==> src/rtl/spi_ram_bridge.sv <==
// spi_ram_bridge: SPI-slave command decoder with auto-incrementing burst access to an internal RAM
// and a sticky status register (frame_err, wrap_flag) that clears on read.
module spi_ram_bridge #(
   parameter int DATA_WIDTH = 8,
   parameter int ADDR_WIDTH = 8,
   parameter int MEM_DEPTH  = 256
) (
   input  logic clk,
   input  logic rst,
   input  logic MOSI,
   input  logic SS_n,
   output logic MISO,
   output logic wr_done,
   output logic busy
);
   localparam int SW = DATA_WIDTH > 8 ? DATA_WIDTH : 8;
   localparam int MB = SW > ADDR_WIDTH ? SW : ADDR_WIDTH;
   localparam int CW = $clog2(MB);
   localparam logic [ADDR_WIDTH-1:0] LAST = ADDR_WIDTH'(MEM_DEPTH - 1);
   typedef enum logic [2:0] {IDLE, CMD, ADDR, WDATA, TURN, RDATA, STAT, DRAIN} state_t;
   state_t state, state_n;
   logic [CW-1:0] cnt, cnt_n;
   logic [ADDR_WIDTH-1:0] ptr, ptr_n, addr_sh, ptr_inc;
   logic [DATA_WIDTH-1:0] rx, rx_n, word, mem_q;
   logic [SW-1:0] tx, tx_n, tx_word, tx_stat;
   logic cmd_hi, cmd_hi_n, rd, rd_n, frame_err, ferr_n, wrap_flag, wrap_n, wr_n, we, at_last;
   logic [DATA_WIDTH-1:0] mem [MEM_DEPTH];
   assign addr_sh = ADDR_WIDTH'({ptr, MOSI});
   assign word    = DATA_WIDTH'({rx, MOSI});
   assign at_last = ptr == LAST;
   assign ptr_inc = at_last ? '0 : ptr + 1'b1;
   assign mem_q   = mem[ptr];
   // outgoing words and status are left-aligned so MISO is always the top bit
   assign tx_word = SW'(mem_q) << (SW - DATA_WIDTH);
   assign tx_stat = SW'({6'b0, frame_err, wrap_flag}) << (SW - 8);
   assign we      = state == WDATA && !SS_n && cnt == CW'(DATA_WIDTH - 1);
   assign MISO    = (state == RDATA || state == STAT) && tx[SW-1];
   assign busy    = state != IDLE;
   always_ff @(posedge clk) begin
      if (we) mem[ptr] <= word;
   end
   always_ff @(posedge clk or negedge rst) begin
      if (!rst) begin
         state     <= IDLE;
         cnt       <= '0;
         ptr       <= '0;
         rx        <= '0;
         tx        <= '0;
         cmd_hi    <= 1'b0;
         rd        <= 1'b0;
         frame_err <= 1'b0;
         wrap_flag <= 1'b0;
         wr_done   <= 1'b0;
      end else begin
         state     <= state_n;
         cnt       <= cnt_n;
         ptr       <= ptr_n;
         rx        <= rx_n;
         tx        <= tx_n;
         cmd_hi    <= cmd_hi_n;
         rd        <= rd_n;
         frame_err <= ferr_n;
         wrap_flag <= wrap_n;
         wr_done   <= wr_n;
      end
   end
   always_comb begin
      state_n  = state;
      cnt_n    = cnt;
      ptr_n    = ptr;
      rx_n     = rx;
      tx_n     = tx;
      cmd_hi_n = cmd_hi;
      rd_n     = rd;
      ferr_n   = frame_err;
      wrap_n   = wrap_flag;
      wr_n     = 1'b0;
      if (SS_n) begin
         state_n = IDLE;
         cnt_n   = '0;
         if (state == CMD || state == ADDR || (state == WDATA && cnt != '0)) ferr_n = 1'b1;
      end else begin
         case (state)
            IDLE: begin
               cmd_hi_n = MOSI;
               state_n  = CMD;
            end
            CMD: begin
               cnt_n = '0;
               rd_n  = MOSI;
               if (!cmd_hi) state_n = ADDR;
               else if (MOSI) begin
                  state_n = STAT;
                  tx_n    = tx_stat;
               end else begin
                  state_n = DRAIN;
                  ferr_n  = 1'b1;
               end
            end
            ADDR: begin
               ptr_n = addr_sh;
               cnt_n = cnt + 1'b1;
               if (cnt == CW'(ADDR_WIDTH - 1)) begin
                  cnt_n = '0;
                  if ({1'b0, addr_sh} >= (ADDR_WIDTH + 1)'(MEM_DEPTH)) begin
                     ferr_n  = 1'b1;
                     state_n = DRAIN;
                  end else state_n = rd ? TURN : WDATA;
               end
            end
            WDATA: begin
               rx_n  = word;
               cnt_n = cnt + 1'b1;
               if (we) begin
                  cnt_n  = '0;
                  ptr_n  = ptr_inc;
                  wrap_n = wrap_flag | at_last;
                  wr_n   = 1'b1;
               end
            end
            TURN: begin
               tx_n    = tx_word;
               ptr_n   = ptr_inc;
               wrap_n  = wrap_flag | at_last;
               cnt_n   = '0;
               state_n = RDATA;
            end
            RDATA: begin
               // reload on the last bit so the next word follows with no gap
               if (cnt == CW'(DATA_WIDTH - 1)) begin
                  tx_n   = tx_word;
                  ptr_n  = ptr_inc;
                  wrap_n = wrap_flag | at_last;
                  cnt_n  = '0;
               end else begin
                  tx_n  = tx << 1;
                  cnt_n = cnt + 1'b1;
               end
            end
            STAT: begin
               tx_n  = tx << 1;
               cnt_n = cnt + 1'b1;
               if (cnt == CW'(7)) begin
                  ferr_n  = 1'b0;
                  wrap_n  = 1'b0;
                  state_n = DRAIN;
               end
            end
            DRAIN: state_n = DRAIN;
            default: state_n = IDLE;
         endcase
      end
   end
endmodule
==> config.mk <==
export PLATFORM = sky130hd
export DESIGN_NAME = spi_ram_bridge
export DESIGN_NICKNAME = d
export VERILOG_FILES = /design/src/rtl/spi_ram_bridge.sv
export SDC_FILE = /design/constraint.sdc
export NUM_CORES = 2
export LEC_CHECK = 0
export ABC_AREA = 0
export CAP_MARGIN = 20
export CORE_UTILIZATION = 30
export CTS_BUF_LIST = sky130_fd_sc_hd__clkbuf_16
export CTS_CLUSTER_SIZE = 40
export DETAILED_ROUTE_END_ITERATION = 16
export GPL_TIMING_DRIVEN = 0
export PLACE_DENSITY = 0.44
export SETUP_SLACK_MARGIN = 0.2
export SYNTH_ARGS = -nofsm -noshare
export SYNTH_HDL_FRONTEND = slang
export SYNTH_SLANG_ARGS = --single-unit
==> constraint.sdc <==
create_clock -name clk -period 10.5 [get_ports clk]
set_clock_uncertainty 0.1 [all_clocks]
set_input_delay 1.575 -clock clk [delete_from_list [all_inputs] [get_ports clk]]
set_output_delay 1.575 -clock clk [all_outputs]
set_load 0.02 [all_outputs]
==> summary.txt <==
Run status
  – Outcome: complete, but fails checks
  – Violations in the final reports: max-capacitance violations, max-slew violations

Logic synthesis
  – Flops & latches, synth: roughly 2100
  – Share of flip-flops with an asynchronous set or reset: 0.0163
  – YS warnings: 0
  – Mapped Cells: between 4000 and 5000
  – Largest area contributor in the netlist: edfxtp_1
  – Count of flip-flops with a built-in enable after synthesis: 2048
  – Synth Flop Type: edfxtp_1
  – Mapped cell area: about 80000 sq um
  – Yosys cell types: 73
  – Seq/Total Area, Yosys: 0.764
  – Synth top area share: 0.753
  – Synth top area cells: edfxtp_1 (75%), mux4_2 (12%), mux2i_1 (2.0%)
  – Syn nets: between 4000 and 5000
  – Post-Syn Area per Cell: ~20 sq um

Power and ir drop
  – Clock Power Share: 0.280
  – PD cells: between 200 and 300 nW/um^2
  – Sw Ratio: 0.409
  – Net Sw Power: between 10 and 15 mW
  – Internal power: 16.3 mW
  – Leakage: ~31 nW
  – Max IR drop VDD: 170 uV
  – Flop pwr share: 0.359
  – Comb power frac: 0.361

Worst setup path
  – Crit path max fanout: 10
  – Crit-path max cell delay: a little over 1 ns
  – Nature of the critical path endpoint: register
  – Crit-path most repeated cell: buf_2
  – Crit Path Category: reg -> reg
  – Worst EP required: 10.89 ns
  – Crit-path cells: buf_2, buf_2, buf_2, buf_2, inv_1, ha_1, nand3_1, clkbuf_2, nor2_1
  – CP Data Arrival Time: 7.64 ns
  – Crit path launch type: register
  – Crit-path slowest cell: buf_2

Drt
  – DRT antenna net count: 0
  – DR vias: 48600
  – Initial DRC Count: between 9000 and 10000
  – Routed vias/inst: 5.96
  – Wire per inst: about 48 um
  – Remaining DRCs: 0
  – Router iterations before antenna repair: 8
  – Drt total wl: 394000 um

STA
  – Final setup vio count: 0
  – Final Cycle Share: 0.691
  – Final Hold Vio Count: 0
  – RSZ-0062 raised after global routing: no
  – Fmax: 138 MHz
  – Tmin final: slightly above 7 ns
  – Rel. slew slack: -0.0102
  – Worst slew pin tran: between 1.5 and 2 ns
  – Max-slew violations: 2

Cells and area
  – FILL cells: about 25000
  – Final std cells w/o fill: ~8200
  – Area Growth Syn to Fin: 16.1%
  – Storage cell area: between 60000 and 70000 sq um
  – Layout cell share with drive strength beyond 1: 0.231
  – Most common cell after layout, fill and taps aside: edfxtp_1
  – Fin util: 0.350
  – Area of the multi-input gates: 18000 sq um
  – Most frequent cells in the layout: edfxtp_1 (2048), mux4_2 (439), nor2_1 (315)
  – Final #Nets: approximately 4400

Place
  – Dpl cells: 7723
  – Port Buffers: 6
  – Placed wire-length estimate: 263000 um
  – Gpl congestion: slightly above 1

Clock tree
  – Post-CTS Setup Bufs: 0
  – Clock root buffer: clkbuf_16
  – Clk_lat worst skew: 0.92 ns
  – # hold bufs at CTS: 0
  – Cts bufs inserted: roughly 220
  – CTS tree: built
  – CTS H-tree lvls: 4
  – Clock buffer depth: 3
  – CTS clock-pin slew for the worst setup and hold paths: about 0.070 ns
  – Clock sink count: 2082
  – Gates resized, CTS repair: 0

Global route
  – Global-route wire length before repair: around 500000 um
  – Initial antenna violation count: 50
  – Pin count of the biggest net entering global routing: about 120
  – Gr ovfl total: 0
  – Total track usage: 0.285
  – Vias in the first global route: between 40000 and 50000

Floorplan
  – Die H: between 500 and 600 um
  – Core area: between 200000 and 300000 sq um
  – Initial Util: 0.302
  – Rows: around 190
  – Die width: 524 um
  – Die area: 274000 sq um
  – Number of I/O pins: 7

Flow run
  – Max Cap Viol: 1

Min path
  – Worst min-delay path category: in -> async
==> final cells by class <==
class / count / share of cell area
Antenna cell: 11 / 0.000290
Buffer: 257 / 0.0146
Clock buffer: 222 / 0.0586
Clock inverter: 185 / 0.0153
Inverter: 10 / 0.000396
Multi-Input combinational cell: 1730 / 0.190
Sequential cell: 2082 / 0.658
Tap cell: 3570 / 0.0471
Timing Repair Buffer: 83 / 0.0157
==> logic make-up (layout without fill, tap and decap cells) <==
family	after synthesis	in the layout	synth area share
and+or+nand+nor	689	689	0.0383
xor gates and xnor gates	1	1	0.000107
muxes	622	622	0.144
other	0	11	0
AOI/OAI and AO/OA	411	411	0.0359
adders and majority gates	7	7	0.00107
buffers and inverters	267	757	0.0168
DFF	2082	2082	0.764
==> through the flow <==
step | TNS [ns] | setup slack, ns | hold slack [ns] | area [sq um] | total power, mW
after floorplan | 0 | 6.40 | 0.371 | 81600 | 13.8
after global placement | -296.53 | -3.50 | 0.411 | 86200 | 19.7
after detailed placement | 0 | 3.57 | 0.428 | 87700 | 19.6
after CTS | 0 | 3.68 | 0.317 | 94700 | 27.2
after global routing | 0 | 3.68 | 0.368 | 94800 | 27.6
final | 0 | 3.24 | 0.379 | 94800 | 27.5
==> power groups by stage <==
stage               Clock, mW  Combinational [mW]  Sequential (mW)
global route             8.03                9.65             9.90
floorplan                   0                3.47             10.4
detailed placement          0                9.57             10.1
CTS                      7.74                9.58             9.89
global placement            0                8.72             11.0
finish                   7.71                9.94             9.90
==> critical path: cells and delay by family, from the launching register on <==
family,cells,cell delay (ns)
buffers and inverters,6,4.62
flip-flops,1,0.38
adder cells (fa/ha/maj),1,0.37
AND/OR/NAND/NOR,2,1.19
==> sequential cells by signal, summed over array words and instances, names as in the netlist <==
register	cells
cmd_hi	1
cnt	3
frame_err	1
mem	2048
ptr	8
rd	1
rx	7
state	3
tx	8
wr_done	1
wrap_flag	1
==> routing by layer <==
layer,wire length [um],part of all wire,track usage,vias to the layer above
li1,-,-,-,17600
met1,156000,0.40,0.386,26700
met2,171000,0.43,0.419,3551
met3,42200,0.11,0.0734,733
met4,24100,0.061,0.153,18
met5,120,0.00030,0,-
==> cell usage after synthesis, drive strengths merged, types with 5 or more instances <==
library cell,count
mux2i,166
and3,13
and4,5
o2111ai,12
nor2,320
o22ai,32
and2,8
a32oi,18
mux4,441
a311oi,8
a22oi,117
a32o,5
o211ai,16
o221ai,9
a21oi,55
clkbuf,91
nand4,23
nand2,149
buf,166
nand2b,16
a22o,19
o22a,6
o21ai,44
a221oi,13
nand3,64
ha,7
nor4b,5
edfxtp,2048
mux2,15
or3,8
a211oi,11
nor3,25
nor2b,16
a31oi,17
dfrtp,34
nor4,18
inv,10
==> final timing paths <==
kind | startpoint | to | slack (ns) | depth (start not counted)
max | ptr[1]$_DFFE_PN0P_ | mem[128][3]$_DFFE_PP_ | 3.24 | 9
min | rst | cnt[2]$_DFFE_PN0P_ | 0.38 | 1
max reg2reg | ptr[1]$_DFFE_PN0P_ | mem[128][3]$_DFFE_PP_ | 3.24 | 9
min reg2reg | cnt[0]$_DFFE_PN0P_ | cnt[0]$_DFFE_PN0P_ | 0.43 | 1
max in group asynchronous | rst | ptr[5]$_DFFE_PN0P_ | 9.47 | 2
min in group clk | cnt[0]$_DFFE_PN0P_ | cnt[0]$_DFFE_PN0P_ | 0.43 | 1
Power figures use the tool's default switching activity.
